$ cat config.mk
export PLATFORM = sky130hd
export DESIGN_NAME = avalon_mm_mem_tester_flat
export DESIGN_NICKNAME = d
export VERILOG_FILES = /design/src/rtl/avalon_mm_mem_tester_pkg.sv /design/src/rtl/avalon_mm_mem_tester_if.sv /design/src/rtl/avalon_mm_mem_tester_lfsr.sv /design/src/rtl/avalon_mm_mem_tester.sv /design/src/flat_wrapper.sv
export SDC_FILE = /design/constraint.sdc
export NUM_CORES = 1
export LEC_CHECK = 0
export CAP_MARGIN = 30
export CORE_MARGIN = 4
export CORE_UTILIZATION = 46
export CTS_CLUSTER_SIZE = 40
export DETAILED_ROUTE_END_ITERATION = 12
export HOLD_SLACK_MARGIN = 0.12
export PLACE_DENSITY = 0.77
export SLEW_MARGIN = 20
export SYNTH_ARGS = -nofsm -noshare
export SYNTH_HDL_FRONTEND = slang
export SYNTH_SLANG_ARGS = --single-unit
$ cat constraint.sdc
create_clock -name clk -period 2.3 [get_ports clk]
set_input_delay 0.69 -clock clk [delete_from_list [all_inputs] [get_ports clk]]
set_output_delay 0.69 -clock clk [all_outputs]
set_load 0.1 [all_outputs]
$ cat src/rtl/avalon_mm_mem_tester_pkg.sv
// mem_tester_pkg: shared types and helpers for the Avalon-MM memory tester.
//   state_t     - controller states
//   MODE_*      - mode bit encodings (fill / check)
//   LFSR_POLY   - Galois LFSR tap constant
//   lfsr_next() - one LFSR step
package mem_tester_pkg;

  typedef enum logic [2:0] {
    S_IDLE,
    S_WRITE,
    S_READ_REQ,
    S_READ_WAIT,
    S_DONE
  } state_t;

  localparam logic [1:0]  MODE_FILL  = 2'b01;
  localparam logic [1:0]  MODE_CHECK = 2'b10;
  localparam logic [31:0] LFSR_POLY  = 32'h8020_0003;

  function automatic logic [31:0] lfsr_next(input logic [31:0] v);
    return (v >> 1) ^ (v[0] ? LFSR_POLY : 32'h0);
  endfunction

endpackage

$ cat src/rtl/avalon_mm_mem_tester_if.sv
// avalon_mm_mem_tester_if: word-addressed Avalon-MM bus between the tester
// (master) and an on-chip RAM slave.
//   avm_address/byteenable/write/writedata/read : master -> slave
//   avm_readdata/readdatavalid/waitrequest      : slave -> master
interface avalon_mm_mem_tester_if #(
  parameter int ADDR_W = 13
);
  logic [ADDR_W-1:0] avm_address;
  logic [3:0]        avm_byteenable;
  logic              avm_write;
  logic [31:0]       avm_writedata;
  logic              avm_read;
  logic [31:0]       avm_readdata;
  logic              avm_readdatavalid;
  logic              avm_waitrequest;

  modport master (
    output avm_address, avm_byteenable, avm_write, avm_writedata, avm_read,
    input  avm_readdata, avm_readdatavalid, avm_waitrequest
  );

  modport slave (
    input  avm_address, avm_byteenable, avm_write, avm_writedata, avm_read,
    output avm_readdata, avm_readdatavalid, avm_waitrequest
  );
endinterface

$ cat src/rtl/avalon_mm_mem_tester_lfsr.sv
// mem_tester_lfsr: 32-bit Galois LFSR pattern generator.
//   clk, reset_n : clock, synchronous active-low reset
//   load, seed   : load seed (a zero seed would lock up, so it becomes 1)
//   step         : advance one state (load has priority)
//   value        : current pattern word
module mem_tester_lfsr
  import mem_tester_pkg::*;
(
  input  logic        clk,
  input  logic        reset_n,
  input  logic        load,
  input  logic        step,
  input  logic [31:0] seed,
  output logic [31:0] value
);

  always_ff @(posedge clk) begin
    if (!reset_n)  value <= '0;
    else if (load) value <= (seed == '0) ? 32'd1 : seed;
    else if (step) value <= lfsr_next(value);
  end

endmodule

$ cat src/rtl/avalon_mm_mem_tester.sv
// avalon_mm_mem_tester: fills a word range of an Avalon-MM RAM with an LFSR
// pattern and/or reads it back counting mismatches.
//   clk, reset_n         : clock, synchronous active-low reset
//   start, mode          : one-cycle start (IDLE only); mode 01 fill, 10 check, 11 both
//   base_addr, word_count: word range (count 0..2^ADDR_W), addresses wrap
//   seed                 : pattern seed (0 behaves as 1)
//   busy, done           : busy while running; done pulses once at the end
//   err_count            : saturating mismatch count of the last check
//   first_err_addr       : address of the first mismatch
//   avm                  : Avalon-MM master port, one read outstanding at most
module avalon_mm_mem_tester
  import mem_tester_pkg::*;
#(
  parameter int ADDR_W = 13,
  parameter int DATA_W = 32,
  parameter int ERR_W  = 16
) (
  input  logic              clk,
  input  logic              reset_n,
  input  logic              start,
  input  logic [1:0]        mode,
  input  logic [ADDR_W-1:0] base_addr,
  input  logic [ADDR_W:0]   word_count,
  input  logic [31:0]       seed,
  output logic              busy,
  output logic              done,
  output logic [ERR_W-1:0]  err_count,
  output logic [ADDR_W-1:0] first_err_addr,
  avalon_mm_mem_tester_if.master avm
);

  localparam int CNT_W = ADDR_W + 1;

  state_t            state, state_nxt;
  logic [ADDR_W-1:0] addr_q, base_q;
  logic [CNT_W-1:0]  remain_q, count_q;
  logic [31:0]       seed_q, lfsr_q;
  logic              check_q;
  logic              ld_start, ld_reload, advance, compare, wr, rd;
  logic              last, mismatch;

  assign last     = (remain_q == CNT_W'(1));
  assign mismatch = (avm.avm_readdata != lfsr_q[DATA_W-1:0]);

  always_ff @(posedge clk) begin
    if (!reset_n) state <= S_IDLE;
    else          state <= state_nxt;
  end

  always_comb begin
    state_nxt = state;
    busy      = 1'b0;
    done      = 1'b0;
    wr        = 1'b0;
    rd        = 1'b0;
    ld_start  = 1'b0;
    ld_reload = 1'b0;
    advance   = 1'b0;
    compare   = 1'b0;
    unique case (state)
      S_IDLE: if (start) begin
        ld_start = 1'b1;
        if (word_count == '0 || mode == '0)   state_nxt = S_DONE;
        else if ((mode & MODE_FILL) != '0)    state_nxt = S_WRITE;
        else                                  state_nxt = S_READ_REQ;
      end
      S_WRITE: begin
        busy = 1'b1;
        wr   = 1'b1;
        if (!avm.avm_waitrequest) begin
          advance = 1'b1;
          if (last) begin
            if (check_q) begin
              // restart the same range and pattern for the readback pass
              ld_reload = 1'b1;
              state_nxt = S_READ_REQ;
            end else begin
              state_nxt = S_DONE;
            end
          end
        end
      end
      S_READ_REQ: begin
        busy = 1'b1;
        rd   = 1'b1;
        if (!avm.avm_waitrequest) state_nxt = S_READ_WAIT;
      end
      S_READ_WAIT: begin
        busy = 1'b1;
        if (avm.avm_readdatavalid) begin
          compare   = 1'b1;
          advance   = 1'b1;
          state_nxt = last ? S_DONE : S_READ_REQ;
        end
      end
      S_DONE: begin
        done      = 1'b1;
        state_nxt = S_IDLE;
      end
      default: state_nxt = S_IDLE;
    endcase
  end

  // requests drop as soon as reset is asserted, not one edge later
  assign avm.avm_write      = wr & reset_n;
  assign avm.avm_read       = rd & reset_n;
  assign avm.avm_address    = addr_q;
  assign avm.avm_writedata  = lfsr_q;
  assign avm.avm_byteenable = 4'hF;

  always_ff @(posedge clk) begin
    if (!reset_n) begin
      addr_q   <= '0;
      base_q   <= '0;
      remain_q <= '0;
      count_q  <= '0;
      seed_q   <= '0;
      check_q  <= 1'b0;
    end else if (ld_start) begin
      addr_q   <= base_addr;
      base_q   <= base_addr;
      remain_q <= word_count;
      count_q  <= word_count;
      seed_q   <= seed;
      check_q  <= (mode & MODE_CHECK) != '0;
    end else if (ld_reload) begin
      addr_q   <= base_q;
      remain_q <= count_q;
    end else if (advance) begin
      addr_q   <= addr_q + ADDR_W'(1);
      remain_q <= remain_q - CNT_W'(1);
    end
  end

  always_ff @(posedge clk) begin
    if (!reset_n || ld_start) begin
      err_count      <= '0;
      first_err_addr <= '0;
    end else if (compare && mismatch) begin
      if (err_count != '1) err_count      <= err_count + ERR_W'(1);
      if (err_count == '0) first_err_addr <= addr_q;
    end
  end

  mem_tester_lfsr u_lfsr (
    .clk     (clk),
    .reset_n (reset_n),
    .load    (ld_start | ld_reload),
    .step    (advance),
    .seed    (ld_start ? seed : seed_q),
    .value   (lfsr_q)
  );

endmodule

$ cat src/flat_wrapper.sv
// flat-port wrapper written by rule: the top's interface ports become plain ports
module avalon_mm_mem_tester_flat import mem_tester_pkg::*;
#(
  parameter int ADDR_W = 13,
  parameter int DATA_W = 32,
  parameter int ERR_W  = 16
)
  (clk, reset_n, start, mode, base_addr, word_count, seed, busy, done, err_count, first_err_addr, avm_avm_address, avm_avm_byteenable, avm_avm_write, avm_avm_writedata, avm_avm_read, avm_avm_readdata, avm_avm_readdatavalid, avm_avm_waitrequest);
  avalon_mm_mem_tester_if #(.ADDR_W(ADDR_W)) avm_i ();
  input  logic clk;
  input  logic reset_n;
  input  logic start;
  input  logic [1:0] mode;
  input  logic [ADDR_W-1:0] base_addr;
  input  logic [ADDR_W:0] word_count;
  input  logic [31:0] seed;
  output logic busy;
  output logic done;
  output logic [ERR_W-1:0] err_count;
  output logic [ADDR_W-1:0] first_err_addr;
  output wire logic [$bits(avm_i.avm_address)-1:0] avm_avm_address;
  output wire logic [$bits(avm_i.avm_byteenable)-1:0] avm_avm_byteenable;
  output wire logic [$bits(avm_i.avm_write)-1:0] avm_avm_write;
  output wire logic [$bits(avm_i.avm_writedata)-1:0] avm_avm_writedata;
  output wire logic [$bits(avm_i.avm_read)-1:0] avm_avm_read;
  input wire logic [$bits(avm_i.avm_readdata)-1:0] avm_avm_readdata;
  input wire logic [$bits(avm_i.avm_readdatavalid)-1:0] avm_avm_readdatavalid;
  input wire logic [$bits(avm_i.avm_waitrequest)-1:0] avm_avm_waitrequest;
  assign avm_avm_address = avm_i.avm_address;
  assign avm_avm_byteenable = avm_i.avm_byteenable;
  assign avm_avm_write = avm_i.avm_write;
  assign avm_avm_writedata = avm_i.avm_writedata;
  assign avm_avm_read = avm_i.avm_read;
  assign avm_i.avm_readdata = avm_avm_readdata;
  assign avm_i.avm_readdatavalid = avm_avm_readdatavalid;
  assign avm_i.avm_waitrequest = avm_avm_waitrequest;
  avalon_mm_mem_tester #(.ADDR_W(ADDR_W), .DATA_W(DATA_W), .ERR_W(ERR_W)) u_core (.clk(clk), .reset_n(reset_n), .start(start), .mode(mode), .base_addr(base_addr), .word_count(word_count), .seed(seed), .busy(busy), .done(done), .err_count(err_count), .first_err_addr(first_err_addr), .avm(avm_i));
endmodule
After elaboration in Yosys (flattened, before gate mapping)
Cells that the tools add are included.
{"block": "totals", "out_inout_bits": 82, "wordCells": 79, "inputBits": 98, "romBits": 0, "reg_bits": 151, "mem_bits_rw": 0, "memories": 0, "latch_bits": 0}
{"block": "op_classes", "div_mod_pow": 0, "eq_ne": 12, "bitwise_logic": 4, "add_sub_neg": 3, "magnitude_cmp": 0, "shift": 0, "reduce_logical": 15, "mux": 35, "multipliers": 0}
{"operator": "32-bit 2-to-1 mux", "n": 5}
{"operator": "14-bit 2-to-1 mux", "n": 3}
{"operator": "13-bit 2-to-1 mux", "n": 3}
{"operator": "32-bit zero test", "n": 1}
{"operator": "32-bit inequality test", "n": 1}
{"operator": "31-bit by 32-bit bitwise XOR with 32-bit output", "n": 1}
{"operator": "3-bit 2-to-1 mux", "n": 8}
{"operator": "16-bit by 1-bit adder with 16-bit output (second input constant)", "n": 1}
{"operator": "16-bit zero test", "n": 1}
{"operator": "16-bit inequality test (second input constant)", "n": 1}
{"operator": "14-bit by 1-bit equality test with 1-bit output (second input constant)", "n": 1}
{"operator": "14-bit zero test", "n": 1}
{"operator": "14-bit by 1-bit subtractor with 14-bit output (second input constant)", "n": 1}
{"operator": "13-bit by 1-bit adder with 13-bit output (second input constant)", "n": 1}
{"operator": "1-bit 2-to-1 mux", "n": 13}
{"operator": "3-bit one-hot mux with 4 select lines", "n": 1}
{"operator": "2-bit inequality test (second input constant)", "n": 4}
{"operator": "3-bit by 2-bit equality test with 1-bit output (second input constant)", "n": 2}
{"operator": "5-bit AND reduction", "n": 1}
{"operator": "2-bit AND reduction", "n": 2}
{"operator": "3-bit by 1-bit equality test with 1-bit output (second input constant)", "n": 1}
{"operator": "3-bit equality test (second input constant)", "n": 1}
{"operator": "3-bit zero test", "n": 1}
{"operator": "3-bit nonzero test", "n": 1}
{"operator": "other kinds (11)", "n": 13}

Depth between registers and ports, before layout
Gate-level depths: netlist of run 1.
{"block": "depth", "word_depth": 6, "mapped_depth": 10, "ltp_nobuf": 8}

Hierarchy
Synthesis of run 1 repeated with hierarchy kept, for this count alone.
{"block": "unflattened", "cells_unflattened": 1003, "hier_area_um2": 7845.0}
{"module": "avalon_mm_mem_tester", "seq_area_each_um2": 2382.3, "cells_each": 816, "area_per_inst_um2": 6233.5, "n_inst": 1}
{"module": "mem_tester_lfsr", "seq_area_each_um2": 640.6, "cells_each": 187, "area_per_inst_um2": 1611.5, "n_inst": 1}

Worst setup path after synthesis of run 1
No wires, ideal clock.
{"block": "synth_timing", "path_kind": "input-to-output", "startpoint": "in reset_n", "endpoint": "out avm_avm_write", "path_stages": 4, "arrival_time_ps": 3206, "path_buffers": 2, "required_ps": 1610, "slack_ps": -1596, "cell_sequence": "inv_1 -> clkbuf_1 -> clkbuf_1 -> nor3_1"}
{"block": "synth_between", "elab_chain_cells": 1}
{"element": "from (decl)", "line_no": "flat_wrapper.sv:11", "text": "input logic reset_n;"}
{"element": "1-bit bitwise AND", "line_no": "avalon_mm_mem_tester.sv:105", "text": "assign avm.avm_write = wr & reset_n;"}
{"element": "to (decl)", "line_no": "flat_wrapper.sv:23", "text": "output wire logic [$bits(avm_i.avm_write)-1:0] avm_avm_write;"}
Every way passes these cells.

Final worst setup path of run 1
{"block": "layout_timing", "startpoint": "reg u_core.state[2]", "endpoint": "out avm_avm_write"}
{"block": "layout_between", "elab_chain_cells": 3}
{"element": "from (decl)", "line_no": "avalon_mm_mem_tester.sv:34", "text": "state_t state, state_nxt;"}
{"element": "from (signal assigned)", "line_no": "avalon_mm_mem_tester.sv:47", "text": "else state <= state_nxt;"}
{"element": "3-bit by 1-bit equality test with 1-bit output", "line_no": "avalon_mm_mem_tester.sv:60", "text": "unique case (state)"}
{"element": "1-bit 2-to-1 mux", "line_no": "avalon_mm_mem_tester.sv:60"}
{"element": "1-bit bitwise AND", "line_no": "avalon_mm_mem_tester.sv:105"}
Every way passes these cells.

==> results of run 1 <==
## through the flow
stage / power, W / instance area (sq um) / instances
2_1_floorplan: 0.00597 / 7900 / 1026
3_3_place_gp: 0.00728 / 10500 / 1454
3_5_place_dp: 0.00733 / 10500 / 1454
4_1_cts: 0.0102 / 11100 / 1485
5_1_grt: 0.0107 / 11300 / 1493
6_report: 0.0103 / 11300 / 1494
## power by group
group | internal, W | switching [W] | total [W]
combinational | 0.00146 | 0.00257 | 0.00403
clock | 0.00173 | 0.00113 | 0.00286
sequential | 0.00298 | 0.000409 | 0.00339
## registers in the layout, summed over array words and instances, names as in the netlist
register and cells:
u_core.avm.avm_address 13, u_core.u_lfsr.value 32, u_core.first_err_addr 13, u_core.check_q 1, u_core.state 3, u_core.remain_q 14
u_core.seed_q 32, u_core.err_count 16, u_core.base_q 13, u_core.count_q 14
## metal layers
metal / wire length [microns] / vias up
li1: - / 4144
met2: 12600 / 354
met3: 1790 / 53
met4: 667 / 0
met5: 0 / -
met1: 10900 / 4084
## logic make-up after synthesis
| kind of cell | Yosys count | synth area share (%) |
|---|---|---|
| AOI/OAI and AO/OA | 228 | 18.4 |
| muxes | 18 | 2.45 |
| other | 1 | 0.0483 |
| adders and majority gates | 5 | 0.806 |
| and+or+nand+nor | 498 | 30.4 |
| xor gates and xnor gates | 38 | 4.29 |
| buffers and inverters | 84 | 4.61 |
| DFF | 151 | 39.0 |
## worst max-delay path: cells and delay by family, from the launching register on
family / cells / cell delay [ns]
buffers and inverters: 1 / 0.21
DFF: 1 / 0.39
and+or+nand+nor: 2 / 0.56
## layout by cell type, fill, tap and decap left out, types with 4 or more instances in the layout
master | netlist | layout
a21o_1 | 4 | 4
a21oi_1 | 93 | 90
a31oi_1 | 6 | 6
and2_1 | 4 | 4
and3_1 | 40 | 40
buf_12 | 0 | 21
buf_4 | 5 | 164
buf_6 | 2 | 5
clkbuf_16 | 0 | 19
clkdlybuf4s50_1 | 0 | 64
conb_1 | 1 | 4
dfxtp_1 | 151 | 97
dfxtp_2 | 0 | 50
dfxtp_4 | 0 | 4
dlygate4sd2_1 | 0 | 16
dlymetal6s2s_1 | 0 | 16
ha_1 | 5 | 5
inv_1 | 10 | 9
mux2i_1 | 16 | 16
nand2_1 | 231 | 230
nand3_1 | 47 | 46
nand4_1 | 21 | 21
nor2_1 | 65 | 61
nor2_2 | 1 | 4
nor3_1 | 20 | 17
nor4_1 | 30 | 27
o211ai_1 | 39 | 39
o21a_1 | 4 | 4
o21ai_0 | 33 | 33
o221ai_1 | 6 | 6
o22ai_1 | 6 | 6
o31ai_1 | 6 | 6
or3_1 | 6 | 5
or4_1 | 10 | 9
xnor2_1 | 38 | 34
xnor2_2 | 0 | 4
## area by class of cell
class | count | area (sq um)
fillers | 1357 | 5250
multi-input cells | 791 | 4570
flip-flops and latches | 151 | 3100
repair buffers | 290 | 2750
clock buffers | 20 | 447
well taps | 220 | 275
clock inverters | 11 | 150
inverters | 10 | 37.5
diodes | 1 | 2.50
## worst min path at each step
stage / to / slack (ns) / from
2_1_floorplan: u_core.count_q[3] / 0.43 / u_core.count_q[3]
3_3_place_gp: u_core.base_q[9] / 0.44 / u_core.base_q[9]
3_5_place_dp: u_core.base_q[10] / 0.45 / u_core.base_q[10]
4_1_cts: u_core.base_q[10] / 0.45 / u_core.base_q[10]
5_1_grt: u_core.base_q[6] / 0.47 / u_core.base_q[6]
6_report: u_core.base_q[10] / 0.45 / u_core.base_q[10]
## what timing repair did
item                       CTS  global route
setup buffers                0             6
setup endpoints to repair   33            52
pin swaps                   18            24
resized for setup           36            31
cloned                       0             3
==> results.cfg, run 1 <==
[sta]
relSlewSlack_pct = 61.5
setup_viol = 0
finalHoldViolations = 0
period_needed_ns = 2.27
setup_ws_ns = 0.0267
fin_crit_sh_pct = 98.8
finalSetupTns_ns = 0
worstMarginPinSlew_ns = 0.573
fmax_mhz = 440
hold_ws_ns = 0.453
rsz0062_at_grt = true
slew_viol_final = 0
fin_skew_ns = 0.0123

[worst_setup_path]
critical_path.startpoint_type = flop
r2r_slack_ns = 0.03
reg2reg_depth = 7
cp-startpoint = u_core.state[2]
crit_required_ns = 1.61
path_cells = nand2b_2 -> nor3_4 -> buf_12
crit_end = avm_avm_write
end_kind = output port
cp.arrival_ns = 1.58
r2r-end = u_core.remain_q[6]
critical_path.max_fanout = 7
crit_path_max_incr_delay_ns = 0.39
worstSetupPathType = flop to output port
critPathSlowestCell = dfxtp_1
r2r_start = u_core.remain_q[4]

[global_route]
busiest_layer = met2
grt_pass1_vias = 7943
grt_overflow = 0
grt_usage_pct = 26.1
grt_use_met2_pct = 43.6
use_met1_pct = 34.6
grt_max_degree = 36
antenna_found_initial = 1
grt_use_met3_pct = 4.64
grt_pass1_wl_microns = 39700

[clock_tree]
cts_tree = yes
numCtsBuffers = 17
clk_latency_ns = 0.43
h-tree-depth = 4
clockRootBuffer = clkbuf_16
cts.path.max_buffers = 2
numClockSinks = 151
path_clk_slew_ns = 0.06
holdBufCountCts = 0

[synth]
yosys-top-cells-count = nand2_1, dfxtp_1, a21oi_1
ys_seq_area_share_pct = 39.0
yosysWarnings = 0
avgSynthCellArea_sq_um = 7.58
synth.distinct_cells = 65
synthTopCellsByArea = dfxtp_1, nand2_1, a21oi_1
syn_inst = 1023
synth_top_area_cell = dfxtp_1
yosysMostFrequentCell = nand2_1
ys_async_sr_fraction_pct = 0
ys.flop_type = dfxtp_1
synth_seq_cells = 151
syn_area_sq_um = 7760
synth_edf_count = 0
synth_top_area_share_pct = 39.0

[floorplan]
dieArea_sq_um = 19000
die_y_microns = 138
initial_core_util_pct = 46.8
io_pins = 180
rows = 47
die_width_microns = 138
core-area_sq_um = 16600

[layout]
drive_gt1_share_pct = 25.1
final_util_pct = 68.3
nNetsFinal = 1364
synthToLayoutAreaGrowth_pct = 46.1

[placed_design]
pre_cts_ws_ns = -0.766
port_buffers = 175
hpwl_microns = 18700
gp_congestion = 0.902

[min_path]
hp-class = flop to flop
hold_depth = 2

[power_and_ir_drop]
powerDensity_nw_per_um2 = 907
ir_worst_vdd_uv = 594
leakage_nw = 4.59

[status]
outcome = completed

[job]
cap_violations = 0

[detailed_routing]
num_vias = 8635
ant_nets = 0
vias_per_cell = 5.78
drtIter0Drc = 698
drc = 0
wl_per_cell_microns = 17.4
drtPass1Iterations = 5
routed_wl_microns = 25900
Power figures use the tool's default switching activity.
==> inputs of run 2 (changes only) <==
--- a/config.mk
+++ b/config.mk
@@ -5,6 +5,7 @@
 export SDC_FILE = /design/constraint.sdc
 export NUM_CORES = 1
 export LEC_CHECK = 0
+export ABC_AREA = 1
 export CAP_MARGIN = 30
 export CORE_MARGIN = 4
 export CORE_UTILIZATION = 46
==> run 2 against run 1 <==
Against the previous run:
- design area shrank 0.73%
- fmax rose by 2.2%
- non-clock buffer count down 31
- combinational power up 110%
==> results.cfg, run 2 <==
[sta]
finalHoldViolations = 0
finalSetupTns_ns = 0
fin_crit_sh_pct = 96.7
relSlewSlack_pct = 53.7
slew_viol_final = 0
rsz0062_at_grt = false
fmax_mhz = 450
period_needed_ns = 2.22
worstMarginPinSlew_ns = 0.694
setup_viol = 0
fin_skew_ns = 0.0115

[worst_setup_path]
critical_path.max_fanout = 5
crit_required_ns = 1.61
worstSetupPathType = flop to output port
critical_path.startpoint_type = flop
cp.arrival_ns = 1.53
end_kind = output port

[detailed_routing]
num_vias = 8280
ant_nets = 0
vias_per_cell = 5.03
wl_per_cell_microns = 14.1
routed_wl_microns = 23200
drtIter0Drc = 480
drtPass1Iterations = 5
drc = 0

[global_route]
antenna_found_initial = 0
grt_overflow = 0
grt_max_degree = 60
grt_usage_pct = 23.1
grt_pass1_vias = 7856
grt_pass1_wl_microns = 37800

[power_and_ir_drop]
clkPwrFrac_pct = 18.7
power_frac_comb_pct = 54.5
ir_worst_vdd_uv = 1140
internal-power_w = 0.00818
powerDensity_nw_per_um2 = 1400
switching_share_pct = 48.3
pwr-share-seq_pct = 26.9
p_switching_w = 0.00763
leakage_nw = 5.03

[layout]
drive_gt1_share_pct = 17.0
final_cell_mix = nand2_1, dfxtp_1, buf_4
final_common_cell = nand2_1
synthToLayoutAreaGrowth_pct = 39.5
n_antenna_cell = 0
top_regs = u_core.seed_q x32, u_core.u_lfsr.value x32, u_core.err_count x16
nNetsFinal = 1510
stdcell_area_sq_um = 11300
fillers = 1500

[clock_tree]
clk_latency_ns = 0.42
numClockSinks = 151
cts.path.max_buffers = 2
clockRootBuffer = clkbuf_16
holdBufCountCts = 0
path_clk_slew_ns = 0.06
cts_tree = yes
numCtsBuffers = 17
h-tree-depth = 4

[synth]
yosys-top-cells-count = nand2_1, dfxtp_1, inv_1
synth_top_area_cell = dfxtp_1
syn_inst = 1186
synth_edf_count = 0
yosysWarnings = 0
synth_seq_cells = 151
syn_area_sq_um = 8060
ys_async_sr_fraction_pct = 0
synth_top_area_share_pct = 37.5
ys.flop_type = dfxtp_1
ys_seq_area_share_pct = 37.5
synthTopCellsByArea = dfxtp_1, nand2_1, o21ai_0
synth.distinct_cells = 41
avgSynthCellArea_sq_um = 6.80
yosysMostFrequentCell = nand2_1

[floorplan]
core-area_sq_um = 17200
dieArea_sq_um = 19700
die_y_microns = 140
io_pins = 180
initial_core_util_pct = 46.8
rows = 48
die_width_microns = 140

[placed_design]
place_area_sq_um = 10600
port_buffers = 175
hpwl_microns = 16700
gp_congestion = 0.914

[min_path]
hp-class = flop to flop

[job]
cap_violations = 0

[status]
outcome = completed
[run 2: cell count changes after synthesis, sizes merged, moves of 11 or more]
cell    before  now
inv         10  136
o21ai       33  144
nor2        66  135
nand2      232  278
and3        40    0
o211ai      39    3
or2          3   34
clkbuf      54   26
xor2         0   28
nor4        30    3
buf         20   34
mux2i       16    3
nand3       47   36
or4         11    0
[run 2: cell type report]
class / count / area (sq um) / share of cell area (%)
multi-input cells: 842 / 4220 / 37.5
flip-flops and latches: 151 / 3040 / 27.0
repair buffers: 259 / 2570 / 22.8
inverters: 136 / 518 / 4.60
clock buffers: 19 / 453 / 4.03
well taps: 225 / 282 / 2.50
clock inverters: 13 / 169 / 1.50
[run 2: cells by family (layout without fill, tap and decap cells)]
| kind of cell | Yosys count | count (layout) | share of synthesized area (%) |
|---|---|---|---|
| other | 1 | 4 | 0.0465 |
| buffers and inverters | 196 | 427 | 10.7 |
| muxes | 3 | 3 | 0.372 |
| adders and majority gates | 5 | 5 | 0.776 |
| DFF | 151 | 151 | 37.5 |
| xor gates and xnor gates | 60 | 60 | 6.52 |
| and+or+nand+nor | 525 | 525 | 28.3 |
| AOI/OAI and AO/OA | 245 | 245 | 15.8 |
[run 2: what timing repair did]
action,CTS,global route
resized for setup,2,2
endpoints found under the setup margin,2,1
buffers inserted,0,1
pin swaps,0,2
[run 2: power groups by stage]
| stage | clock network [W] | logic [W] | registers, W |
|---|---|---|---|
| after floorplan | 0 | 0.00326 | 0.00680 |
| after global placement | 0 | 0.00845 | 0.00425 |
| after detailed placement | 0 | 0.00855 | 0.00428 |
| after CTS | 0.00298 | 0.00861 | 0.00423 |
| after global routing | 0.00310 | 0.00924 | 0.00436 |
| final | 0.00295 | 0.00861 | 0.00425 |
[run 2: final timing paths]
kind | start | end | slack, ns | depth (start not counted)
hold reg to reg | u_core.count_q[6] | u_core.count_q[6] | 0.47 | 2
setup reg to reg | u_core.remain_q[9] | u_core.u_lfsr.value[30] | 0.37 | 9
hold / removal | u_core.count_q[6] | u_core.count_q[6] | 0.47 | 2
setup / recovery | u_core.state[0] | avm_avm_write | 0.08 | 5
[run 2: layer usage]
layer | GRT usage [%] | routed length (microns) | vias up
met3 | 4.13 | 1360 | 41
met5 | 0 | 0 | -
li1 | - | - | 4216
met2 | 37.6 | 11000 | 264
met1 | 30.7 | 10400 | 3759
met4 | 8.57 | 508 | 0
[run 2: worst max-delay path, stage by stage (launching register included)]
cell,delay [ns]
dfxtp_4,0.39
inv_4,0.05
nor3_4,0.25
inv_2,0.11
nor2_4,0.13
buf_12,0.18
[run 2: stage by stage]
step	worst slack [ns]	total power, W	hold slack [ns]	instances	utilization (%)
floorplan	-0.108	0.0101	0.451	1189	-
global route	0.000410	0.0167	0.493	1645	65.3
detailed placement	-0.275	0.0128	0.465	1612	61.6
CTS	0.0471	0.0158	0.475	1644	65.2
finish	0.0763	0.0158	0.474	1645	65.3
global placement	-0.220	0.0127	0.459	1612	61.6
==> inputs of run 3 (changes only) <==
--- a/config.mk
+++ b/config.mk
@@ -12,7 +12,7 @@
 export CTS_CLUSTER_SIZE = 40
 export DETAILED_ROUTE_END_ITERATION = 12
 export HOLD_SLACK_MARGIN = 0.12
-export PLACE_DENSITY = 0.77
+export PLACE_DENSITY = 0.79
 export SLEW_MARGIN = 20
 export SYNTH_ARGS = -nofsm -noshare
 export SYNTH_HDL_FRONTEND = slang
==> run 3 against run 2 <==
Against the previous run:
- die area unchanged
- clock-buffer cell count unchanged
- final cell count down 0.30%
- non-clock buffer count down 5
- routed wire length up 0.56%
- highest routed layer unchanged
==> results.cfg, run 3 (same netlist as run 2, synthesis figures left out) <==
[global_route]
grt_max_degree = 58
grt_pass1_wl_microns = 38400
antenna_found_initial = 0
grt_usage_pct = 23.5
grt_overflow = 0
grt_pass1_vias = 7900

[detailed_routing]
ant_nets = 0
vias_per_cell = 5.10
wl_per_cell_microns = 14.2
drtPass1Iterations = 5
routed_wl_microns = 23400
drc = 0
num_vias = 8365
drtIter0Drc = 543

[sta]
worstMarginPinSlew_ns = 0.666
period_needed_ns = 2.19
setup_viol = 0
hold_ws_ns = 0.475
finalHoldViolations = 0
fin_crit_sh_pct = 95.4
slew_viol_final = 0
rsz0062_at_grt = false
relSlewSlack_pct = 55.6
finalSetupTns_ns = 0
fin_skew_ns = 0.00906
fmax_mhz = 456

[floorplan]
core-area_sq_um = 17200
initial_core_util_pct = 46.8
dieArea_sq_um = 19700
die_width_microns = 140
rows = 48
io_pins = 180
die_y_microns = 140

[placed_design]
hpwl_microns = 16900
dp.cells = 1607
gp_congestion = 0.953
place_area_sq_um = 10600
port_buffers = 175

[clock_tree]
cts_tree = yes
numClockSinks = 151
numCtsBuffers = 17
clk_latency_ns = 0.42
h-tree-depth = 4
cts.path.max_buffers = 2
path_clk_slew_ns = 0.06
clockRootBuffer = clkbuf_16

[worst_setup_path]
r2r-end = u_core.err_count[5]
cp-startpoint = u_core.state[0]
end_kind = output port
r2r_slack_ns = 0.37
worstSetupPathType = flop to output port
critical_path.max_fanout = 5
cp.arrival_ns = 1.50
reg2reg_depth = 8
critical_path.startpoint_type = flop
crit_required_ns = 1.61
r2r_start = u_core.err_count[0]

[layout]
final_common_cell = nand2_1
drive_gt1_share_pct = 16.8
top_regs = u_core.seed_q x32, u_core.u_lfsr.value x32, u_core.err_count x16
final_cell_mix = nand2_1, dfxtp_1, inv_1
stdcell_area_sq_um = 11200
fin_cells = 1640
synthToLayoutAreaGrowth_pct = 38.5
n_antenna_cell = 0
fillers = 1531
nNetsFinal = 1505

[job]
cap_violations = 0

[power_and_ir_drop]
switching_share_pct = 48.9
leakage_nw = 4.99
power_frac_comb_pct = 54.8
powerDensity_nw_per_um2 = 1400
internal-power_w = 0.00798
p_switching_w = 0.00763
clkPwrFrac_pct = 17.9
ir_worst_vdd_uv = 1080
fin_total_pwr_w = 0.0156
pwr-share-seq_pct = 27.2

[min_path]
hold_start = u_core.count_q[12]
hp-class = flop to flop
whs_endpoint = u_core.count_q[12]
hold_depth = 2

[status]
outcome = completed
## run 3: cell types whose count changed in the layout (fill, tap and decap cells not counted), sizes merged
cell / before / now
inv: 139 / 138
buf: 163 / 158
bufinv: 3 / 2
clkinv: 4 / 6
## run 3: layer usage
metal	track usage, %	wire, microns	vias to the layer above
met1	31.2	10700	3840
met5	0	0	-
met2	38.3	10900	282
li1	-	-	4204
met4	8.01	524	0
met3	4.54	1330	39
## run 3: cell type report
class	count	area (sq um)	area share (%)
clock buffer	19	443	3.97
clock inverter	13	148	1.32
inverter	136	515	4.62
multi-input combinational	842	4220	37.8
sequential	151	3040	27.2
tap	225	282	2.52
timing repair buffer	254	2520	22.6
## run 3: worst max-delay path by stage
stage,endpoint,slack [ns],cells past startpoint
detailed placement,u_core.first_err_addr[6],-0.28,13
finish,avm_avm_write,0.11,5
global route,u_core.first_err_addr[6],0.007,13
floorplan,done,-0.11,2
global placement,u_core.first_err_addr[4],-0.25,14
CTS,avm_avm_write,0.03,5
## run 3: per-stage QoR
| stage | setup slack (ns) | util [%] |
|---|---|---|
| floorplan | -0.108 | - |
| global placement | -0.251 | 61.3 |
| detailed placement | -0.278 | 61.3 |
| CTS | 0.0338 | 64.7 |
| global route | 0.00698 | 64.8 |
| finish | 0.105 | 64.8 |
## run 3: critical path: stages (launching register included)
cell and delay [ns]:
dfxtp_2 0.40, inv_2 0.08, nor3_4 0.18, inv_2 0.09
nor2_4 0.14, buf_12 0.18
## run 3: what timing repair did
action                     in CTS  in global routing
resized for setup               2                  2
setup endpoints to repair       2                 13
buffers inserted                0                  1
pin swaps                       0                  1
hold endpoints to repair        0                  0
hold buffers                    0                  0
## run 3: power groups by stage
stage | clock network [W] | registers (W) | logic, W
3_3_place_gp | 0 | 0.00425 | 0.00839
4_1_cts | 0.00284 | 0.00423 | 0.00857
3_5_place_dp | 0 | 0.00427 | 0.00851
5_1_grt | 0.00297 | 0.00435 | 0.00922
6_report | 0.00280 | 0.00425 | 0.00856
2_1_floorplan | 0 | 0.00680 | 0.00326
